===== config.mk =====
export PLATFORM = sky130hd
export DESIGN_NAME = hand_datapath_flat
export DESIGN_NICKNAME = d
export VERILOG_FILES = /design/src/rtl/card_pkg.sv /design/src/rtl/hand_datapath_if.sv /design/src/rtl/dealcard.sv /design/src/rtl/hand_datapath.sv /design/src/flat_wrapper.sv
export SDC_FILE = /design/constraint.sdc
export NUM_CORES = 1
export LEC_CHECK = 0
export BUFFER_PORTS_ARGS = -buffer_cell sky130_fd_sc_hd__buf_2
export CAP_MARGIN = 0
export CELL_PAD_IN_SITES_DETAIL_PLACEMENT = 0
export CELL_PAD_IN_SITES_GLOBAL_PLACEMENT = 1
export CORE_MARGIN = 5
export CORE_UTILIZATION = 44
export CTS_CLUSTER_SIZE = 25
export DETAILED_ROUTE_END_ITERATION = 7
export PLACE_DENSITY_LB_ADDON = 0.12
export SYNTH_ARGS = -nofsm -noshare
export SYNTH_HDL_FRONTEND = slang
export SYNTH_SLANG_ARGS = --single-unit

===== constraint.sdc =====
create_clock -name slow_clock -period 4.84 [get_ports slow_clock]
set_input_delay 0.726 -clock slow_clock [delete_from_list [all_inputs] [get_ports slow_clock]]
set_output_delay 0.726 -clock slow_clock [all_outputs]
set_load 0.005 [all_outputs]

===== src/rtl/card_pkg.sv =====
// Shared card encoding for the hand datapath: 4-bit card codes and baccarat point value.
package card_pkg;

  typedef logic [3:0] card_t;

  localparam card_t CARD_EMPTY = 4'd0;
  localparam card_t CARD_ACE   = 4'd1;
  localparam card_t CARD_TEN   = 4'd10;
  localparam card_t CARD_KING  = 4'd13;

  // Ace..9 count face value; empty, ten/face cards and illegal codes count zero.
  function automatic logic [3:0] card_value(input card_t code);
    if (code >= CARD_ACE && code < CARD_TEN) begin
      return code;
    end
    return 4'd0;
  endfunction

endpackage


===== src/rtl/hand_datapath_if.sv =====
// Bundle of load strobes, generator hold and hand state shared by the datapath and its controller.
interface hand_datapath_if;

  logic                load_pcard1, load_pcard2, load_pcard3;
  logic                load_dcard1, load_dcard2, load_dcard3;
  logic                deal_hold;
  card_pkg::card_t     pcard1, pcard2, pcard3;
  card_pkg::card_t     dcard1, dcard2, dcard3;
  logic [3:0]          pscore, dscore;
  card_pkg::card_t     new_card;
  logic [2:0]          cards_dealt;

  modport master (
    output load_pcard1, load_pcard2, load_pcard3,
    output load_dcard1, load_dcard2, load_dcard3,
    output deal_hold,
    input  pcard1, pcard2, pcard3, dcard1, dcard2, dcard3,
    input  pscore, dscore, new_card, cards_dealt
  );

  modport slave (
    input  load_pcard1, load_pcard2, load_pcard3,
    input  load_dcard1, load_dcard2, load_dcard3,
    input  deal_hold,
    output pcard1, pcard2, pcard3, dcard1, dcard2, dcard3,
    output pscore, dscore, new_card, cards_dealt
  );

endinterface


===== src/rtl/dealcard.sv =====
// Card generator: steps Ace..King and wraps, frozen while deal_hold is high.
module dealcard
  import card_pkg::*;
(
  input  logic  slow_clock,
  input  logic  resetb,
  input  logic  deal_hold,
  output card_t new_card
);

  card_t card_q;

  // Any out-of-range code also recovers to Ace so the output never leaves 1..13.
  always_ff @(posedge slow_clock) begin
    if (resetb) begin
      card_q <= CARD_ACE;
    end else if (!deal_hold) begin
      if (card_q >= CARD_KING || card_q == CARD_EMPTY) begin
        card_q <= CARD_ACE;
      end else begin
        card_q <= card_q + 4'd1;
      end
    end
  end

  assign new_card = card_q;

endmodule


===== src/rtl/hand_datapath.sv =====
// Player/dealer card slots, dealt-card counter and combinational baccarat scores.
module hand_datapath
  import card_pkg::*;
(
  input  logic             slow_clock,
  input  logic             resetb,
  hand_datapath_if.slave   bus
);

  card_t      new_card;
  card_t      pcard1_q, pcard2_q, pcard3_q;
  card_t      dcard1_q, dcard2_q, dcard3_q;
  logic [2:0] cards_dealt_q, cards_dealt_d;
  logic [2:0] n_loads;
  logic [3:0] dealt_sum;
  logic [4:0] psum, dsum;
  logic [3:0] pscore, dscore;

  dealcard u_dealcard (
    .slow_clock (slow_clock),
    .resetb     (resetb),
    .deal_hold  (bus.deal_hold),
    .new_card   (new_card)
  );

  always_comb begin
    n_loads = 3'(bus.load_pcard1) + 3'(bus.load_pcard2) + 3'(bus.load_pcard3)
            + 3'(bus.load_dcard1) + 3'(bus.load_dcard2) + 3'(bus.load_dcard3);
    dealt_sum = {1'b0, cards_dealt_q} + {1'b0, n_loads};
    cards_dealt_d = (dealt_sum > 4'd6) ? 3'd6 : dealt_sum[2:0];
  end

  // Loads are independent: simultaneous strobes all capture the same card.
  always_ff @(posedge slow_clock) begin
    if (resetb) begin
      pcard1_q      <= CARD_EMPTY;
      pcard2_q      <= CARD_EMPTY;
      pcard3_q      <= CARD_EMPTY;
      dcard1_q      <= CARD_EMPTY;
      dcard2_q      <= CARD_EMPTY;
      dcard3_q      <= CARD_EMPTY;
      cards_dealt_q <= 3'd0;
    end else begin
      if (bus.load_pcard1) pcard1_q <= new_card;
      if (bus.load_pcard2) pcard2_q <= new_card;
      if (bus.load_pcard3) pcard3_q <= new_card;
      if (bus.load_dcard1) dcard1_q <= new_card;
      if (bus.load_dcard2) dcard2_q <= new_card;
      if (bus.load_dcard3) dcard3_q <= new_card;
      cards_dealt_q <= cards_dealt_d;
    end
  end

  // Sum of three values is at most 27, so two conditional subtractions give mod 10.
  always_comb begin
    psum = 5'(card_value(pcard1_q)) + 5'(card_value(pcard2_q)) + 5'(card_value(pcard3_q));
    dsum = 5'(card_value(dcard1_q)) + 5'(card_value(dcard2_q)) + 5'(card_value(dcard3_q));
    if (psum >= 5'd20)      pscore = 4'(psum - 5'd20);
    else if (psum >= 5'd10) pscore = 4'(psum - 5'd10);
    else                    pscore = psum[3:0];
    if (dsum >= 5'd20)      dscore = 4'(dsum - 5'd20);
    else if (dsum >= 5'd10) dscore = 4'(dsum - 5'd10);
    else                    dscore = dsum[3:0];
  end

  assign bus.pcard1      = pcard1_q;
  assign bus.pcard2      = pcard2_q;
  assign bus.pcard3      = pcard3_q;
  assign bus.dcard1      = dcard1_q;
  assign bus.dcard2      = dcard2_q;
  assign bus.dcard3      = dcard3_q;
  assign bus.pscore      = pscore;
  assign bus.dscore      = dscore;
  assign bus.new_card    = new_card;
  assign bus.cards_dealt = cards_dealt_q;

endmodule


===== src/flat_wrapper.sv =====
// flat-port wrapper written by rule: the top's interface ports become plain ports
module hand_datapath_flat import card_pkg::*;
  (slow_clock, resetb, bus_load_pcard1, bus_load_pcard2, bus_load_pcard3, bus_load_dcard1, bus_load_dcard2, bus_load_dcard3, bus_deal_hold, bus_pcard1, bus_pcard2, bus_pcard3, bus_dcard1, bus_dcard2, bus_dcard3, bus_pscore, bus_dscore, bus_new_card, bus_cards_dealt);
  hand_datapath_if bus_i ();
  input  logic slow_clock;
  input  logic resetb;
  input wire logic [$bits(bus_i.load_pcard1)-1:0] bus_load_pcard1;
  input wire logic [$bits(bus_i.load_pcard2)-1:0] bus_load_pcard2;
  input wire logic [$bits(bus_i.load_pcard3)-1:0] bus_load_pcard3;
  input wire logic [$bits(bus_i.load_dcard1)-1:0] bus_load_dcard1;
  input wire logic [$bits(bus_i.load_dcard2)-1:0] bus_load_dcard2;
  input wire logic [$bits(bus_i.load_dcard3)-1:0] bus_load_dcard3;
  input wire logic [$bits(bus_i.deal_hold)-1:0] bus_deal_hold;
  output wire logic [$bits(bus_i.pcard1)-1:0] bus_pcard1;
  output wire logic [$bits(bus_i.pcard2)-1:0] bus_pcard2;
  output wire logic [$bits(bus_i.pcard3)-1:0] bus_pcard3;
  output wire logic [$bits(bus_i.dcard1)-1:0] bus_dcard1;
  output wire logic [$bits(bus_i.dcard2)-1:0] bus_dcard2;
  output wire logic [$bits(bus_i.dcard3)-1:0] bus_dcard3;
  output wire logic [$bits(bus_i.pscore)-1:0] bus_pscore;
  output wire logic [$bits(bus_i.dscore)-1:0] bus_dscore;
  output wire logic [$bits(bus_i.new_card)-1:0] bus_new_card;
  output wire logic [$bits(bus_i.cards_dealt)-1:0] bus_cards_dealt;
  assign bus_i.load_pcard1 = bus_load_pcard1;
  assign bus_i.load_pcard2 = bus_load_pcard2;
  assign bus_i.load_pcard3 = bus_load_pcard3;
  assign bus_i.load_dcard1 = bus_load_dcard1;
  assign bus_i.load_dcard2 = bus_load_dcard2;
  assign bus_i.load_dcard3 = bus_load_dcard3;
  assign bus_i.deal_hold = bus_deal_hold;
  assign bus_pcard1 = bus_i.pcard1;
  assign bus_pcard2 = bus_i.pcard2;
  assign bus_pcard3 = bus_i.pcard3;
  assign bus_dcard1 = bus_i.dcard1;
  assign bus_dcard2 = bus_i.dcard2;
  assign bus_dcard3 = bus_i.dcard3;
  assign bus_pscore = bus_i.pscore;
  assign bus_dscore = bus_i.dscore;
  assign bus_new_card = bus_i.new_card;
  assign bus_cards_dealt = bus_i.cards_dealt;
  hand_datapath u_core (.slow_clock(slow_clock), .resetb(resetb), .bus(bus_i));
endmodule

==> flow_summary_export.csv, run 1 <==
group,metric,value,unit
outcome,status,"completed",
floorplan,initial_core_util,46.1,%
drt,wl,4.63,mm
timing,timing.fmax,0.247,GHz
critical_path,reg2reg_setup_slack,3.21,ns
timing,fin_skew,0.00693,ns
global_routing,track_usage,16.0,%
drt,drtAntennaViolNets,0,
critical_path,timing.rr.end,"u_core.u_dealcard.new_card[0]",
timing,tns,0,ns
timing,worst_pin_slew,0.494,ns
global_routing,overflow,0,
floorplan,num_io_pins,48,
floorplan,die_w,81.0,um
critical_path,crit_type,"register to output pin",
timing,final_max_slew_viol_count,0,
global_routing,grt_max_degree,29,
cts,path_clk_slew,0.06,ns
hold_path,hold_depth,2,
cts,cts_buffers,5,
drt,drtIter0Drc,67,
cts,cts_max_path_buffers,2,
pwr,switchingPower,0.000251,W
placed_design,gp_congestion,0.793,
pwr,internal_power,0.000493,W
critical_path,critPathArrivalTime,3.33,ns
critical_path,r2r_cells,6,
pwr,totalPowerFinal,0.000744,W
cts,ctsResizeCount,0,
final_layout,fillers,496,
drt,wire_per_inst,13.0,um
timing,min_period_over_period,83.8,%
cts,cts_root_buf,"clkbuf_8",
critical_path,required,4.11,ns
timing,slew_headroom,67.1,%
run,max_cap_viol_count,0,
drt,vias,1693,
final_layout,layout_commonest_cell,"buf_2",
timing,finalHoldViolCount,0,
global_routing,antenna_found_initial,0,
drt,via_per_inst,4.76,
logic_synthesis,netlist.area_leader.share,27.9,%
cts,cts_max_level,2,
final_layout,antenna-diode-count,0,
placed_design,dpl_cell_area,0.00249,mm2
final_layout,final_cell_area,0.00258,mm2
logic_synthesis,netlist_top_cells_area,"dfxtp_1 (28%), fa_1 (13%), mux2i_1 (12%)",
global_routing,grt_pass1_wl,8.10,mm
drt,dr.pass1.iters,4,
final_layout,drive_gt1_share,20.1,%
pwr,cellLeakagePower,1.40,nW
drt,drcViolationCount,0,
cts,worstSkewPairLatency,0.28,ns
hold_path,hold_end,"u_core.bus.dcard2[0]",
placed_design,port-buffer-count,47,
floorplan,fp-row-count,25,
global_routing,grt_pass1_vias,1695,
logic_synthesis,synth_top_area_cell,"dfxtp_1",
hold_path,hp-class,"register to register",
pwr,sequentialPowerShare,41.4,%
pwr,power.density,289,mW/mm2
pwr,p_sw_share,33.7,%
final_layout,syn2layout_area_growth,16.0,%
cts,cts_tree,"done",
pwr,comb_power_share,32.4,%
critical_path,start_kind,"register",
cts,clock-sinks,31,
logic_synthesis,synth_cells,247,
critical_path,end_kind,"output pin",
critical_path,reg2reg_from,"u_core.u_dealcard.new_card[1]",
floorplan,die_area,0.00657,mm2
logic_synthesis,synth_nets,289,
logic_synthesis,syn_avg_cell_area,8.99,um2
final_layout,mostFrequentLayoutCells,"buf_2 (47), nor2_1 (36), inv_1 (31), dfxtp_1 (31), mux2i_1 (27)",
hold_path,holdCritStartpoint,"u_core.bus.dcard2[0]",
floorplan,core_area,0.00482,mm2
final_layout,fin_nets,330,
timing,grt_setup_unrepaired,"no",
cts,hold_buffers,0,
placed_design,dp_hpwl,3.67,mm
placed_design,dp_cells,348,
logic_synthesis,synth_area,0.00222,mm2
logic_synthesis,ys_seq_elements,31,
logic_synthesis,ys_seq_area_share,27.9,%
logic_synthesis,yosysWarnings,0,
floorplan,die_h,81.0,um
critical_path,path_max_fanout,6,
cts,cts_setup_buffers,0,
final_layout,final_cells,356,
timing,setup_viol,0,
pwr,pwr-share-clk,26.2,%
pwr,peakVddDrop,0.234,mV
logic_synthesis,yosysUniqueCellTypes,28,
timing,fin_crit,4.05,ns
power groups by stage:
stage | Sequential [W] | Clock (W) | Combinational [W]
2_1_floorplan | 0.000302 | 0 | 0.000178
3_3_place_gp | 0.000314 | 0 | 0.000245
3_5_place_dp | 0.000314 | 0 | 0.000244
4_1_cts | 0.000309 | 0.000200 | 0.000245
5_1_grt | 0.000313 | 0.000211 | 0.000282
6_report | 0.000308 | 0.000195 | 0.000241
kinds of logic (layout without fill, tap and decap cells):
family	Yosys count	count (layout)	synth area share (%)
simple gates	70	70	15.3
buf+inv	44	86	7.44
fa+ha+maj	33	33	23.3
flops	31	31	27.9
compound gates	30	30	9.07
mux	27	27	12.2
xor+xnor	12	12	4.73
Yosys cell counts:
cell / number
o22ai_1: 2
nand2b_1: 14
nand2_1: 6
a21o_2: 2
nor4bb_1: 1
xnor2_1: 5
nand4b_1: 1
o21bai_1: 1
a32oi_1: 2
a211o_1: 4
and2_1: 6
inv_1: 31
a21oi_1: 5
nor3b_1: 1
dfxtp_1: 31
mux2i_1: 27
fa_1: 14
buf_1: 2
ha_1: 19
o21ai_0: 8
nor2_1: 36
clkbuf_1: 11
and3_1: 4
a21o_1: 3
a21oi_2: 2
xor2_1: 7
nor2b_1: 1
a31oi_1: 1
flip-flops by register name, summed over array words and instances (netlist names):
register and cells:
u_core.bus.pcard2 4, u_core.bus.pcard3 4, u_core.bus.pcard1 4, u_core.bus.dcard3 4, u_core.bus.cards_dealt 3, u_core.bus.dcard2 4
u_core.bus.dcard1 4, u_core.u_dealcard.new_card 4
worst max-delay path, cell delays in order (launching register included):
cell     delay (ns)
dfxtp_1        0.40
o21ai_0        0.10
and2_1         0.18
fa_1           0.43
ha_1           0.22
fa_1           0.56
inv_1          0.10
ha_1           0.20
a32oi_1        0.30
mux2i_1        0.17
a211o_1        0.28
buf_2          0.12
routing by layer:
layer	routed length [um]	GRT usage, %	up-vias
met2	2120	25.9	35
met1	2260	21.2	780
met5	0	0	-
li1	-	-	873
met4	72	6.59	0
met3	186	2.77	5
stage by stage:
step | util, % | hold slack, ns | worst slack, ns
2_1_floorplan | - | 0.499 | 1.39
3_3_place_gp | 51.7 | 0.513 | 1.08
3_5_place_dp | 51.7 | 0.521 | 1.07
4_1_cts | 53.5 | 0.538 | 0.749
5_1_grt | 53.5 | 0.570 | 0.541
6_report | 53.5 | 0.538 | 0.785
cell type report:
| type | count | area, um2 | share of cell area, % |
|---|---|---|---|
| Multi-Input combinational cell | 172 | 1440 | 55.7 |
| Clock inverter | 2 | 12.5 | 0.486 |
| Sequential cell | 31 | 621 | 24.1 |
| Tap cell | 67 | 83.8 | 3.25 |
| Clock buffer | 6 | 72.6 | 2.82 |
| Timing Repair Buffer | 47 | 235 | 9.13 |
| Inverter | 31 | 116 | 4.52 |
worst max-delay path by stage:
stage / startpoint / to / slack, ns / depth (start not counted)
after floorplan: u_core.bus.dcard2[3] / bus_dscore[3] / 1.39 / 10
after global placement: u_core.bus.dcard2[3] / bus_dscore[3] / 1.08 / 11
after detailed placement: u_core.bus.pcard3[3] / bus_pscore[3] / 1.07 / 11
after CTS: u_core.bus.pcard3[3] / bus_pscore[3] / 0.75 / 11
after global routing: u_core.bus.dcard2[3] / bus_dscore[3] / 0.54 / 11
final: u_core.bus.dcard2[3] / bus_dscore[3] / 0.79 / 11
Note: power is estimated with default switching activity, not from simulation.
==> run 2: changes to the inputs <==
--- a/config.mk
+++ b/config.mk
@@ -10,7 +10,7 @@
 export CELL_PAD_IN_SITES_DETAIL_PLACEMENT = 0
 export CELL_PAD_IN_SITES_GLOBAL_PLACEMENT = 1
 export CORE_MARGIN = 5
-export CORE_UTILIZATION = 44
+export CORE_UTILIZATION = 41
 export CTS_CLUSTER_SIZE = 25
 export DETAILED_ROUTE_END_ITERATION = 7
 export PLACE_DENSITY_LB_ADDON = 0.12
==> constraint.sdc (replaced) <==
create_clock -name slow_clock -period 3.85 [get_ports slow_clock]
set_input_delay 0.5775 -clock slow_clock [delete_from_list [all_inputs] [get_ports slow_clock]]
set_output_delay 0.5775 -clock slow_clock [all_outputs]
set_load 0.005 [all_outputs]
==> flow_summary_export.csv, run 2 (synthesis gave the netlist of run 1 again) <==
group,metric,value,unit
cts,cts_root_buf,"clkbuf_8",
floorplan,core_area,0.00517,mm2
timing,tns,0,ns
floorplan,die_w,83.6,um
timing,timing.fmax,0.265,GHz
cts,cts_tree,"done",
final_layout,fillers,503,
global_routing,grt_max_degree,29,
pwr,comb_power_share,31.4,%
final_layout,syn2layout_area_growth,22.4,%
final_layout,final_cell_area,0.00272,mm2
floorplan,initial_core_util,42.9,%
final_layout,drive_gt1_share,30.3,%
run,max_cap_viol_count,0,
floorplan,num_io_pins,48,
timing,final_max_slew_viol_count,0,
critical_path,end_kind,"output pin",
critical_path,path_max_fanout,6,
timing,fin_crit,3.77,ns
pwr,power.density,384,mW/mm2
floorplan,fp-row-count,26,
cts,cts_buffers,5,
cts,cts_max_level,2,
final_layout,antenna-diode-count,0,
drt,drtAntennaViolNets,0,
pwr,cellLeakagePower,1.43,nW
critical_path,startpoint,"u_core.bus.dcard2[3]",
timing,setup_viol,0,
pwr,switchingPower,0.000330,W
global_routing,antenna_found_initial,0,
final_layout,layout_commonest_cell,"buf_2",
timing,finalHoldViolCount,0,
timing,grt_setup_unrepaired,"yes",
timing,fin_skew,0.00226,ns
floorplan,die_area,0.00699,mm2
placed_design,gp_congestion,0.709,
critical_path,reg2reg_from,"u_core.u_dealcard.new_card[0]",
global_routing,grt_pass1_wl,8.31,mm
final_layout,mostFrequentLayoutCells,"buf_2 (47), nor2_1 (36), inv_1 (29), mux2i_1 (27), dfxtp_1 (17)",
global_routing,track_usage,14.3,%
placed_design,port-buffer-count,47,
timing,slew_headroom,65.2,%
drt,via_per_inst,4.84,
pwr,internal_power,0.000713,W
floorplan,die_h,83.6,um
critical_path,required,3.27,ns
pwr,totalPowerFinal,0.00104,W
critical_path,crit_type,"register to output pin",
cts,worstSkewPairLatency,0.28,ns
cts,cts_max_path_buffers,2,
cts,path_clk_slew,0.06,ns
critical_path,start_kind,"register",
drt,drtIter0Drc,43,
global_routing,overflow,0,
final_layout,seq_area,648,um2
drt,vias,1742,
timing,hold_ws,0.523,ns
timing,worst_pin_slew,0.522,ns
final_layout,fin_nets,331,
pwr,pwr-share-clk,31.7,%
critical_path,critPathArrivalTime,3.20,ns
pwr,p_sw_share,31.7,%
pwr,sequentialPowerShare,37.0,%
drt,wire_per_inst,13.5,um
outcome,status,"completed",
hold_path,holdCritStartpoint,"u_core.bus.pcard3[2]",
final_layout,multi_input_area,0.00151,mm2
drt,wl,4.87,mm
pwr,peakVddDrop,0.254,mV
hold_path,hp-class,"register to register",
drt,drcViolationCount,0,
cts,hold_buffers,0,
timing,min_period_over_period,98.0,%
placed_design,dp_hpwl,3.85,mm
global_routing,grt_pass1_vias,1749,
cts,clock-sinks,31,
drt,dr.pass1.iters,6,
placed_design,dpl_cell_area,0.00249,mm2
run 2: stage by stage:
step	util, %	cells	worst slack, ns
after global placement	48.2	351	0.252
after detailed placement	48.2	351	0.220
after CTS	50.9	359	0.00289
after floorplan	-	247	0.549
final	52.5	360	0.0772
after global routing	52.5	360	-0.0906
run 2: final timing paths:
check	endpoint	depth (start not counted)	slack, ns
worst max-delay path	bus_dscore[3]	11	0.08
worst min-delay path	u_core.bus.pcard3[2]	2	0.52
worst max register to register	u_core.u_dealcard.new_card[0]	6	2.19
worst min register to register	u_core.bus.pcard3[2]	2	0.52
run 2: final cells by class:
| type | instances | area share (%) |
|---|---|---|
| inverters | 31 | 4.28 |
| clock inverters | 2 | 1.29 |
| clock buffers | 6 | 3.04 |
| multi-input cells | 172 | 55.4 |
| repair buffers | 48 | 8.93 |
| flip-flops and latches | 31 | 23.8 |
| well taps | 70 | 3.22 |
run 2: metal layers:
metal  wire, um  vias up  global-route usage (%)
li1           -      878                       -
met1       2290      821                    18.7
met2       2310       37                    23.8
met3        210        6                    3.06
met4         61        0                    3.95
met5          0        -                       0
run 2: critical path: stages, from the launching register on:
cell      delay [ns]
dfxtp_2         0.34
nand2b_1        0.17
fa_1            0.54
inv_1           0.04
ha_1            0.21
fa_2            0.58
inv_2           0.06
ha_1            0.20
a32oi_2         0.22
mux2i_1         0.15
a211o_1         0.28
buf_2           0.12
run 2: timing repair:
item | in CTS | in global routing
setup buffers | 0 | 1
cloned | 0 | 0
pin swaps | 0 | 6
gates resized for setup | 6 | 27
setup endpoints to repair | 2 | 6
run 2: power groups by stage:
stage	combinational, W	sequential [W]	clock, W
5_1_grt	0.000380	0.000392	0.000352
3_3_place_gp	0.000311	0.000394	0
6_report	0.000327	0.000385	0.000330
2_1_floorplan	0.000224	0.000380	0
3_5_place_dp	0.000315	0.000394	0
4_1_cts	0.000323	0.000388	0.000339
==> run 3: changes to the inputs <==
--- a/config.mk
+++ b/config.mk
@@ -14,6 +14,7 @@
 export CTS_CLUSTER_SIZE = 25
 export DETAILED_ROUTE_END_ITERATION = 7
 export PLACE_DENSITY_LB_ADDON = 0.12
+export REMOVE_ABC_BUFFERS = 1
 export SYNTH_ARGS = -nofsm -noshare
 export SYNTH_HDL_FRONTEND = slang
 export SYNTH_SLANG_ARGS = --single-unit
==> constraint.sdc (replaced) <==
create_clock -name slow_clock -period 3.85 [get_ports slow_clock]
set_input_delay 0.5775 -clock slow_clock [delete_from_list [all_inputs] [get_ports slow_clock]]
set_output_delay 0.5775 -clock slow_clock [all_outputs]
set_load 0.1 [all_outputs]
==> flow_summary_export.csv, run 3 (synthesis gave the netlist of run 1 again) <==
group,metric,value,unit
final_layout,final_core_utilization,56.2,%
final_layout,fillers,505,
floorplan,num_io_pins,48,
final_layout,fin_nets,334,
timing,slew_headroom,65.4,%
run,max_cap_viol_count,0,
hold_path,hp-class,"register to register",
cts,cts_root_buf,"clkbuf_8",
pwr,cellLeakagePower,1.46,nW
placed_design,dp_hpwl,3.70,mm
drt,dr.pass1.iters,4,
timing,final_max_slew_viol_count,0,
floorplan,initial_core_util,42.9,%
drt,drtAntennaViolNets,0,
final_layout,multi_input_area,0.00157,mm2
final_layout,seq_area,659,um2
final_layout,final_cell_area,0.00291,mm2
drt,wire_per_inst,13.5,um
pwr,peakVddDrop,0.394,mV
cts,cts_tree,"done",
timing,hold_ws,0.516,ns
cts,worstSkewPairLatency,0.28,ns
drt,wl,4.89,mm
cts,cts_max_path_buffers,2,
global_routing,antenna_found_initial,0,
critical_path,path_max_fanout,6,
final_layout,mostFrequentLayoutCells,"buf_2 (41), nor2_1 (36), inv_1 (28), mux2i_1 (25), dfxtp_1 (14)",
placed_design,dp_cells,351,
placed_design,gp_congestion,0.794,
timing,fin_crit,3.75,ns
global_routing,grt_pass1_wl,8.39,mm
critical_path,max_stage_delay,0.57,ns
critical_path,cp_cell_sequence,"nand2b_4 -> fa_1 -> inv_1 -> ha_2 -> fa_2 -> inv_2 -> ha_2 -> a32oi_2 -> mux2i_2 -> a211o_1 -> buf_12",
timing,setup_viol,0,
cts,hold_buffers,0,
floorplan,die_h,83.6,um
final_layout,antenna-diode-count,0,
floorplan,fp-row-count,26,
final_layout,layout_commonest_cell,"buf_2",
cts,cts_buffers,5,
global_routing,track_usage,14.5,%
placed_design,dpl_cell_area,0.00258,mm2
timing,finalHoldViolCount,0,
floorplan,die_area,0.00699,mm2
global_routing,grt_pass1_vias,1752,
outcome,status,"completed",
timing,timing.fmax,0.267,GHz
global_routing,overflow,0,
critical_path,cp_slowest_cell,"fa_2",
cts,cts_max_level,2,
floorplan,core_area,0.00517,mm2
cts,path_clk_slew,0.06,ns
drt,via_per_inst,4.77,
critical_path,end_kind,"output pin",
timing,min_period_over_period,97.3,%
critical_path,critPathArrivalTime,3.17,ns
final_layout,final_cells,363,
cts,clock-sinks,31,
drt,drcViolationCount,0,
final_layout,drive_gt1_share,35.2,%
floorplan,die_w,83.6,um
drt,drtIter0Drc,58,
critical_path,crit_type,"register to output pin",
critical_path,start_kind,"register",
timing,worst_pin_slew,0.519,ns
placed_design,port-buffer-count,47,
global_routing,grt_max_degree,29,
pwr,power.density,479,mW/mm2
timing,fin_skew,0.00367,ns
critical_path,required,3.27,ns
timing,grt_setup_unrepaired,"yes",
critical_path,cpMostUsedCell,"ha_2",
final_layout,syn2layout_area_growth,30.8,%
pwr,totalPowerFinal,0.00139,W
drt,vias,1732,
-- run 3: cell count changes in the layout (fill, tap and decap cells not counted), moves of 3 or more --
| cell | before | now |
|---|---|---|
| buf_4 | 1 | 4 |
| ha_2 | 2 | 5 |
| buf_2 | 47 | 41 |
| dfxtp_4 | 4 | 7 |
| buf_12 | 0 | 5 |
| ha_1 | 16 | 12 |
| dfxtp_1 | 17 | 14 |
-- run 3: repair_timing --
item	CTS	global route
hold endpoints to repair	0	0
setup endpoints to repair	6	6
pin swaps	6	16
resized for setup	32	22
cloned	0	0
buffers inserted	3	1
-- run 3: power breakdown --
group	total, W	internal (W)	switching, W
registers	0.000384	0.000349	0.0000354
clock network	0.000278	0.000163	0.000115
logic	0.000729	0.000210	0.000519
total	0.00139	0.000721	0.000669
-- run 3: cell type report --
cell class / count / area share (%)
clock buffer: 8 / 3.45
sequential: 31 / 22.7
multi-input combinational: 172 / 54.1
tap: 70 / 3.01
inverter: 31 / 4.09
timing repair buffer: 51 / 12.7
-- run 3: critical path: cells and delay by family, from the launching register on --
family / cells / cell delay, ns
AO/OA/AOI/OAI: 2 / 0.54
multiplexers: 1 / 0.13
buffers and inverters: 3 / 0.28
flip-flops: 1 / 0.36
AND/OR/NAND/NOR: 1 / 0.14
adder cells (fa/ha/maj): 4 / 1.45
-- run 3: through the flow --
step	worst slack (ns)	TNS, ns
after floorplan	-1.49	-7.01
after global placement	0.123	0
after detailed placement	0.122	0
after CTS	0.000487	0
after global routing	-0.0261	-0.0693
final	0.103	0
-- run 3: final timing paths --
kind	from	to	slack, ns	depth (start not counted)
setup / recovery	u_core.bus.pcard3[3]	bus_pscore[3]	0.10	11
hold / removal	u_core.bus.dcard3[0]	u_core.bus.dcard3[0]	0.52	2
setup reg to reg	u_core.u_dealcard.new_card[1]	u_core.u_dealcard.new_card[0]	2.22	6
hold reg to reg	u_core.bus.dcard3[0]	u_core.bus.dcard3[0]	0.52	2
-- run 3: routing by layer --
layer | wire length (um) | GRT usage [%] | part of all wire, %
met1 | 2280 | 18.7 | 47
met2 | 2400 | 24.0 | 49
met3 | 156 | 3.26 | 3.2
met4 | 59 | 4.39 | 1.2
met5 | 0 | 0 | 0
